<file path="config.mk">
export PLATFORM = sky130hd
export DESIGN_NAME = rom_ws
export DESIGN_NICKNAME = d
export VERILOG_FILES = /design/src/rtl/pygmy_pkg.sv /design/src/rtl/load_align.sv /design/src/rtl/rom_ws.sv
export SDC_FILE = /design/constraint.sdc
export NUM_CORES = 1
export LEC_CHECK = 0
export CORE_UTILIZATION = 30
export DETAILED_ROUTE_END_ITERATION = 10
export PLACE_DENSITY = 0.77
export SETUP_SLACK_MARGIN = 0.3
export SLEW_MARGIN = 20
export SYNTH_ARGS = -nofsm -noshare
export SYNTH_HDL_FRONTEND = slang
export SYNTH_SLANG_ARGS = --single-unit
</file>
<file path="constraint.sdc">
create_clock -name clk_i -period 3.65 [get_ports clk_i]
set_input_delay 1.095 -clock clk_i [delete_from_list [all_inputs] [get_ports clk_i]]
set_output_delay 1.095 -clock clk_i [all_outputs]
set_load 0.05 [all_outputs]
</file>
<file path="src/rtl/pygmy_pkg.sv">
// Shared bus-side definitions: access-size codes and the rom_ws state encoding.
package pygmy_pkg;

  // Access size codes carried on hb_i (2'b11 also decodes as a word access).
  localparam logic [1:0] HB_BYTE = 2'b01;
  localparam logic [1:0] HB_HALF = 2'b10;
  localparam logic [1:0] HB_WORD = 2'b00;

  // Width of the rom_ws wait-state counter (supports 0..15 wait states).
  localparam int WS_W = 4;

  typedef enum logic [1:0] {
    ROM_IDLE = 2'd0,
    ROM_WAIT = 2'd1,
    ROM_RESP = 2'd2
  } rom_state_e;

endpackage

</file>
<file path="src/rtl/load_align.sv">
// Load aligner: picks the byte/half/word lane out of a 32-bit word, extends it,
// and flags accesses that are not naturally aligned. Purely combinational so it
// can sit behind any registered word source (ROM, RAM, LSU).
module load_align
  import pygmy_pkg::*;
(
  input  logic [31:0] i_word,
  input  logic [1:0]  i_lane,
  input  logic [1:0]  i_hb,
  input  logic        i_sx,
  output logic [31:0] o_data,
  output logic        o_misalign
);

  logic [7:0]  w_byte;
  logic [15:0] w_half;

  assign w_byte = i_word[{i_lane, 3'b000} +: 8];
  assign w_half = i_lane[1] ? i_word[31:16] : i_word[15:0];

  // Lane select with zero/sign extension and alignment check per access size.
  always_comb begin
    // NOTE: every output gets a default first so no path leaves it unassigned,
    // which would otherwise infer a latch.
    o_data     = i_word;
    o_misalign = 1'b0;
    case (i_hb)
      HB_BYTE: begin
        o_data = {{24{i_sx & w_byte[7]}}, w_byte};
      end
      HB_HALF: begin
        o_data     = {{16{i_sx & w_half[15]}}, w_half};
        o_misalign = i_lane[0];
      end
      default: begin
        o_misalign = (i_lane != 2'b00);
      end
    endcase
  end

endmodule

</file>
<file path="src/rtl/rom_ws.sv">
// Clocked read-only program ROM with a programmable number of wait states and a
// req/ack handshake. The image is supplied as a packed parameter (word 0 in the
// least significant 32 bits), so the array reduces to constant logic.
// Flow: accept -> (WAIT x WAIT_STATES) -> RESP (one-cycle ack) -> IDLE/accept.
module rom_ws
  import pygmy_pkg::*;
#(
  parameter int                  DEPTH       = 256,
  parameter logic [DEPTH*32-1:0] INIT_IMAGE  = '0,
  parameter logic [31:0]         BASE_ADDR   = 32'h0,
  parameter int                  WAIT_STATES = 1
) (
  input  logic        clk_i,
  input  logic        rst_ni,
  input  logic        cs_i,
  input  logic        req_i,
  input  logic [31:0] addr_i,
  input  logic [1:0]  hb_i,
  input  logic        sx_i,
  output logic        ready_o,
  output logic        ack_o,
  output logic [31:0] rdata_o,
  output logic        err_o
);

  localparam int AW = $clog2(DEPTH);
  localparam logic [WS_W-1:0] WS_LOAD =
    (WAIT_STATES > 0) ? WS_W'(WAIT_STATES - 1) : '0;

  rom_state_e        r_state, w_state_nx;
  logic [WS_W-1:0]   r_cnt, w_cnt_nx;

  // Request fields captured at accept, replayed when the wait count expires.
  logic [31:0]       r_word;
  logic [1:0]        r_lane;
  logic [1:0]        r_hb;
  logic              r_sx;
  logic              r_range_err;

  logic              w_accept;
  logic [29:0]       w_word_off;
  logic [AW-1:0]     w_idx;
  logic              w_range_err;
  logic [31:0]       w_rom_word;
  logic              w_from_latch;
  logic [31:0]       w_src_word;
  logic [1:0]        w_src_lane;
  logic [1:0]        w_src_hb;
  logic              w_src_sx;
  logic              w_src_range;
  logic [31:0]       w_aligned;
  logic              w_misalign;

  assign ready_o  = (r_state != ROM_WAIT);
  assign ack_o    = (r_state == ROM_RESP);
  assign w_accept = ready_o & cs_i & req_i;

  // BASE_ADDR is word-aligned, so the word offset only needs address bits [31:2];
  // a borrow or any bit above the index means the access is outside the ROM.
  assign w_word_off  = addr_i[31:2] - BASE_ADDR[31:2];
  assign w_idx       = w_word_off[AW-1:0];
  assign w_range_err = (addr_i[31:2] < BASE_ADDR[31:2]) | (|w_word_off[29:AW]);
  assign w_rom_word  = INIT_IMAGE[{w_idx, 5'd0} +: 32];

  // Leaving WAIT uses the captured request; a zero-wait accept uses live inputs.
  assign w_from_latch = (r_state == ROM_WAIT);
  assign w_src_word   = w_from_latch ? r_word      : w_rom_word;
  assign w_src_lane   = w_from_latch ? r_lane      : addr_i[1:0];
  assign w_src_hb     = w_from_latch ? r_hb        : hb_i;
  assign w_src_sx     = w_from_latch ? r_sx        : sx_i;
  assign w_src_range  = w_from_latch ? r_range_err : w_range_err;

  load_align u_align (
    .i_word     (w_src_word),
    .i_lane     (w_src_lane),
    .i_hb       (w_src_hb),
    .i_sx       (w_src_sx),
    .o_data     (w_aligned),
    .o_misalign (w_misalign)
  );

  // Next-state and wait-counter logic.
  always_comb begin
    w_state_nx = r_state;
    w_cnt_nx   = r_cnt;
    case (r_state)
      ROM_WAIT: begin
        if (r_cnt == '0) begin
          w_state_nx = ROM_RESP;
        end else begin
          w_cnt_nx = r_cnt - 1'b1;
        end
      end
      default: begin
        if (!w_accept) begin
          w_state_nx = ROM_IDLE;
        end else if (WAIT_STATES == 0) begin
          w_state_nx = ROM_RESP;
        end else begin
          w_state_nx = ROM_WAIT;
          w_cnt_nx   = WS_LOAD;
        end
      end
    endcase
  end

  // State and counter registers; reset drops any in-flight request.
  always_ff @(posedge clk_i or negedge rst_ni) begin
    // NOTE: sequential state uses non-blocking assignments so every register
    // samples pre-edge values, independent of statement order.
    if (!rst_ni) begin
      r_state <= ROM_IDLE;
      r_cnt   <= '0;
    end else begin
      r_state <= w_state_nx;
      r_cnt   <= w_cnt_nx;
    end
  end

  // Capture the request on accept for replay at the end of the wait period.
  always_ff @(posedge clk_i) begin
    // NOTE: pure datapath capture is left without reset; it is only consumed
    // after a fresh accept has written it, so a reset would buy nothing.
    if (w_accept) begin
      r_word      <= w_rom_word;
      r_lane      <= addr_i[1:0];
      r_hb        <= hb_i;
      r_sx        <= sx_i;
      r_range_err <= w_range_err;
    end
  end

  // Response registers load on entry to RESP and hold until the next response.
  always_ff @(posedge clk_i or negedge rst_ni) begin
    if (!rst_ni) begin
      rdata_o <= '0;
      err_o   <= 1'b0;
    end else if (w_state_nx == ROM_RESP) begin
      err_o   <= w_src_range | w_misalign;
      rdata_o <= (w_src_range | w_misalign) ? 32'h0 : w_aligned;
    end
  end

endmodule

</file>
After elaboration in Yosys (flattened, before gate mapping) --
Cells that the tools add are included. W data, S select, Z words.
Word-level totals: word-level logic and storage cells 46, bits in registers 77
Cells by class: reduce and logical (&&, ||, !) cells 5, shift operators 2, mux-type cells 15, $add $sub $neg 1, $lt $le $gt $ge 1, eq/ne operators 7, bitwise logic cells 6
Operators with widths (count):
- $shiftx A8192 B14 Y32 const A | 1
- $mux W32 | 2
- $pmux W32 S2 | 1
- $shiftx A32 B6 Y8 | 1
- $lt A30 B1 Y1 const B | 1
- $reduce_or A22 Y1 | 1
- $mux W16 | 1
- $mux W4 | 3
- $mux W2 | 4
- $eq A2 B2 Y1 const B | 3
- $and A1 B1 Y1 | 4
- $eq A2 B1 Y1 const B | 2
- $logic_not A4 Y1 | 1
- $reduce_bool A2 Y1 | 2
- $sub A4 B1 Y4 const B | 1
- $mux W1 | 3
- $ne A2 B1 Y1 const B | 1
- $ne A2 B2 Y1 const B | 1
- $or A1 B1 Y1 | 2
- $pmux W1 S2 | 1
- $reduce_and A2 Y1 | 1

Longest topological paths before layout --
depth after elaboration 6, gate-level depth with buffers 9, depth with buffers taken out 8

By module --
A second synthesis with hierarchy kept.
Unflattened totals: cell total of the unflattened synthesis 309, area, all modules 2796.4 um^2
By module, submodules not included:
- rom_ws | sequential area each 1156.1 um^2, area an instance 2069.5 um^2, cells each 213, instances 1
- load_align | sequential area each 0.0 um^2, area an instance 726.9 um^2, cells each 96, instances 1

Least setup slack after synthesis --
OpenSTA, ideal clock, no wires.
path type input port to flip-flop, from input addr_i[14], to register r_range_err, data pin, slack 1.342 ns, stages 2, data arrival time 2.036 ns, buffers on the path 0, library setup time 0.272 ns, path through or4_1 -> or4_1
Between the ends: cells in the longest elaborated chain, start to end 2, elaborated cells between the ends (all ways) 3, classes of those cells order compare (1); bitwise (1); reduce/logical (1)
Ends and longest elaborated chain:
- start: declaration | line rom_ws.sv:17 | input logic [31:0] addr_i,
- $lt A30 B1 Y1 / $reduce_or A22 Y1 (equally long branches) | line rom_ws.sv:62 | assign w_range_err = (addr_i[31:2] < BASE_ADDR[31:2]) | (|w_word_off[29:AW]);
- $or A1 B1 Y1 * | line rom_ws.sv:62
- net w_range_err | line rom_ws.sv:43 | logic w_range_err;
- end signal: assignment | line rom_ws.sv:129 | r_range_err <= w_range_err;
- end: declaration | line rom_ws.sv:38 | logic r_range_err;
Mark *: on every way through the listed nets, which the timed path passes. The rest lies on a longest branch. A chain may end at the register's enable or synchronous reset.

Worst setup path in the final report --
from register r_state[0], to output ready_o
Between the ends: cells in the longest elaborated chain, start to end 1
Ends and longest elaborated chain:
- start: declaration | line rom_ws.sv:30 | rom_state_e r_state, w_state_nx;
- start signal: assignment | line rom_ws.sv:115 | r_state <= w_state_nx;
- $ne A2 B1 Y1 | line rom_ws.sv:54 | assign ready_o = (r_state != ROM_WAIT);
- end: declaration | line rom_ws.sv:20 | output logic ready_o,
Every way passes these cells.

==> impl_metrics.ini <==
[run_status]
status = completed

[logic_synthesis]
synth.mux.area_fraction_pct = 3.660
postSynthAreaPerCell_um2 = 9.495
synth_area_um2 = 854.6
synth_area_leaders = buf_4 (29%), dfrtp_1 (20%), edfxtp_1 (18%)
synthArstFlopShare_pct = 58.33
synth_cell_types = 24
synth-compound-area-share_pct = 4.978
synth_cells = 90
synth-seq-cells = 12
synth_top_family_by_area = buffers and inverters
synth_commonest_cells = buf_4 (33), dfrtp_1 (7), edfxtp_1 (5), nand2_1 (5)
synth_top_area_share_pct = 28.99
synth_xor_area_share_pct = 0
yosysMostFrequentCell = buf_4
synth-main-ff-cell = dfrtp_1
synth_edf_count = 5
yosysTopAreaCell = buf_4
yosysWarnings = 0
synthAdderAreaFrac_pct = 4.392
ys_seq_area_share_pct = 38.07
synthSimpleGateAreaFrac_pct = 17.72

[setup_path]
critical_path_class = reg2out
path_max_fanout = 7
crit_required_ns = 2.55
cp-end-kind = output port
worst_ep_arrival_time_ns = 1.87
startpoint_type = flip-flop

[timing]
rsz0062_at_grt = false
maxSlewHeadroom_pct = 62.79
holdWs_ns = 0.4982
clock.fmax_mhz = 336.8
worstMarginPinSlew_ns = 0.5560
drv_slew = 0
setup_viol = 0
hold_violations = 0
tns_ns = 0
finalCriticalPeriod_ns = 2.969
fin_skew_ns = 0.002122
fin_crit_sh_pct = 81.35

[routing]
ant_nets = 0
drt_first_iter_violations = 19
wl_mm = 1.636
drt-met1-wl_um = 556
wl_met2_um = 859
dr_wl_met3_um = 184
topRoutingLayerUsed = met4
wl_per_cell_um = 10.55
routed_via_density = 4.394
vias = 681
dr.pass1.iters = 4
drc_errors = 0

[global_route]
grt_first_pass_wirelength_mm = 2.608
grt_usage_pct = 10.96
grt.overflow.total = 0
grt_pass1_vias = 631
grt_max_degree = 8
antenna_found_initial = 0

[clock_tree]
clk_path_buf_depth = 2
clk_pin_slew_ns = 0.07
ctsResizeCount = 0
cts_hold_buf = 0
clkSinkCount = 12
post-cts-setup-buffer-count = 0
tritoncts = done
cts_buffers = 3
root_buffer = clkbuf_4
cts.htree.levels = 1
clk_latency_ns = 0.27

[cells_and_area]
nets = 168
synthToLayoutAreaGrowth_pct = 30.45
drive_gt1_share_pct = 4.800
antenna_cells = 0
nFillCells = 261

[floorplan]
core_area_mm2 = 0.002590
io_pins = 74
die_h_um = 55.37
die_x_um = 55.37
start_util_pct = 33.00
row_count = 18
die-area_mm2 = 0.003066

[placement]
port_buffers = 32
gp_congestion = 0.7827
dp_hpwl_mm = 1.405

[min_path]
hold_class = reg2reg

[power_and_ir_drop]
power_density_mw_per_mm2 = 621.9
irDropWorstVdd_uv = 483.6
internal_power_w = 0.0003661
seq_power_share_pct = 29.9
p_sw_share_pct = 47.19
clkPwrFrac_pct = 12.1
power_switching_w = 0.0003271
p_leak_nw = 0.4846
p_comb_share_pct = 57.9

[run]
max-cap-violations = 0
worst max-delay path, stage by stage (launching register included):
cell             delay, ns
dfrtp_1               0.39
nor2b_1               0.13
buf_4                 0.16
inv_2                 0.11
clkdlybuf4s50_1       0.81
through the flow:
stage | setup slack (ns) | instances | utilization, % | area [um^2] | power (W)
CTS | 0.6717 | 155 | 43.04 | 1115 | 0.0006940
global placement | 0.8881 | 151 | 42.03 | 1089 | 0.0005874
global route | 0.6307 | 155 | 43.04 | 1115 | 0.0007375
finish | 0.6806 | 155 | 43.04 | 1115 | 0.0006933
detailed placement | 0.8866 | 151 | 42.03 | 1089 | 0.0006099
floorplan | 1.342 | 121 | - | 970.9 | 0.0005230
routing by layer:
metal  vias up  GRT usage [%]
met5         -              0
met1       310          9.710
li1        317              -
met2        50          21.69
met4         0          7.500
met3         4          2.108
cell type report:
type	count	area, um^2	area share (%)
flip-flops and latches	12	325.3	29.18
well taps	30	37.54	3.367
multi-input cells	72	382.9	34.34
repair buffers	33	327.8	29.41
inverters	4	15.01	1.347
clock buffers	3	22.52	2.020
clock inverters	1	3.754	0.3367
power groups by stage:
| stage | registers (W) | logic (W) | clock network, W |
|---|---|---|---|
| finish | 0.000208 | 0.000402 | 0.0000841 |
| global route | 0.000212 | 0.000436 | 0.0000898 |
| CTS | 0.000207 | 0.000401 | 0.0000857 |
| detailed placement | 0.000210 | 0.000400 | 0 |
| global placement | 0.000208 | 0.000380 | 0 |
| floorplan | 0.000221 | 0.000302 | 0 |
worst paths after layout:
path                                  from        to  slack [ns]  cells past startpoint
worst max-delay path            r_state[0]   ready_o        0.68                      4
worst min-delay path                 err_o     err_o        0.50                      1
worst max register to register  r_state[1]     err_o        1.85                      9
worst min register to register       err_o     err_o        0.50                      1
max in group asynchronous           rst_ni  r_cnt[1]        2.34                      1
min in group asynchronous           rst_ni  r_cnt[2]        1.07                      1
registers in the layout, summed over array words and instances, names as in the netlist:
name         flops
r_hb             2
r_state          2
err_o            1
r_lane           2
r_cnt            4
r_range_err      1
cells by family (layout without fill, tap and decap cells):
family	Yosys count	in the layout
AOI/OAI and AO/OA	8	8
adders and majority gates	3	3
other	1	32
muxes	3	3
and+or+nand+nor	26	26
DFF	12	12
buffers and inverters	37	41
placed cells by master (no fill, tap or decap):
cell and count:
buf_4 1, or4b_1 1, ha_1 3, mux2i_1 2, nand4_1 1, or4_1 4
clkdlybuf4s50_1 32, o31ai_1 1, clkinv_1 1, nor2_1 4, nor2b_1 3, a21oi_1 2
inv_1 3, mux2_1 1, nand3_1 1, or3_1 1, conb_1 32, dfrtp_1 7
edfxtp_1 5, clkbuf_4 3, or3b_2 1, inv_2 1, o21ai_1 1, o21ai_0 4
nor3b_1 1, nand2_1 5, nor4_1 4
Note: power is estimated with default switching activity, not from simulation.
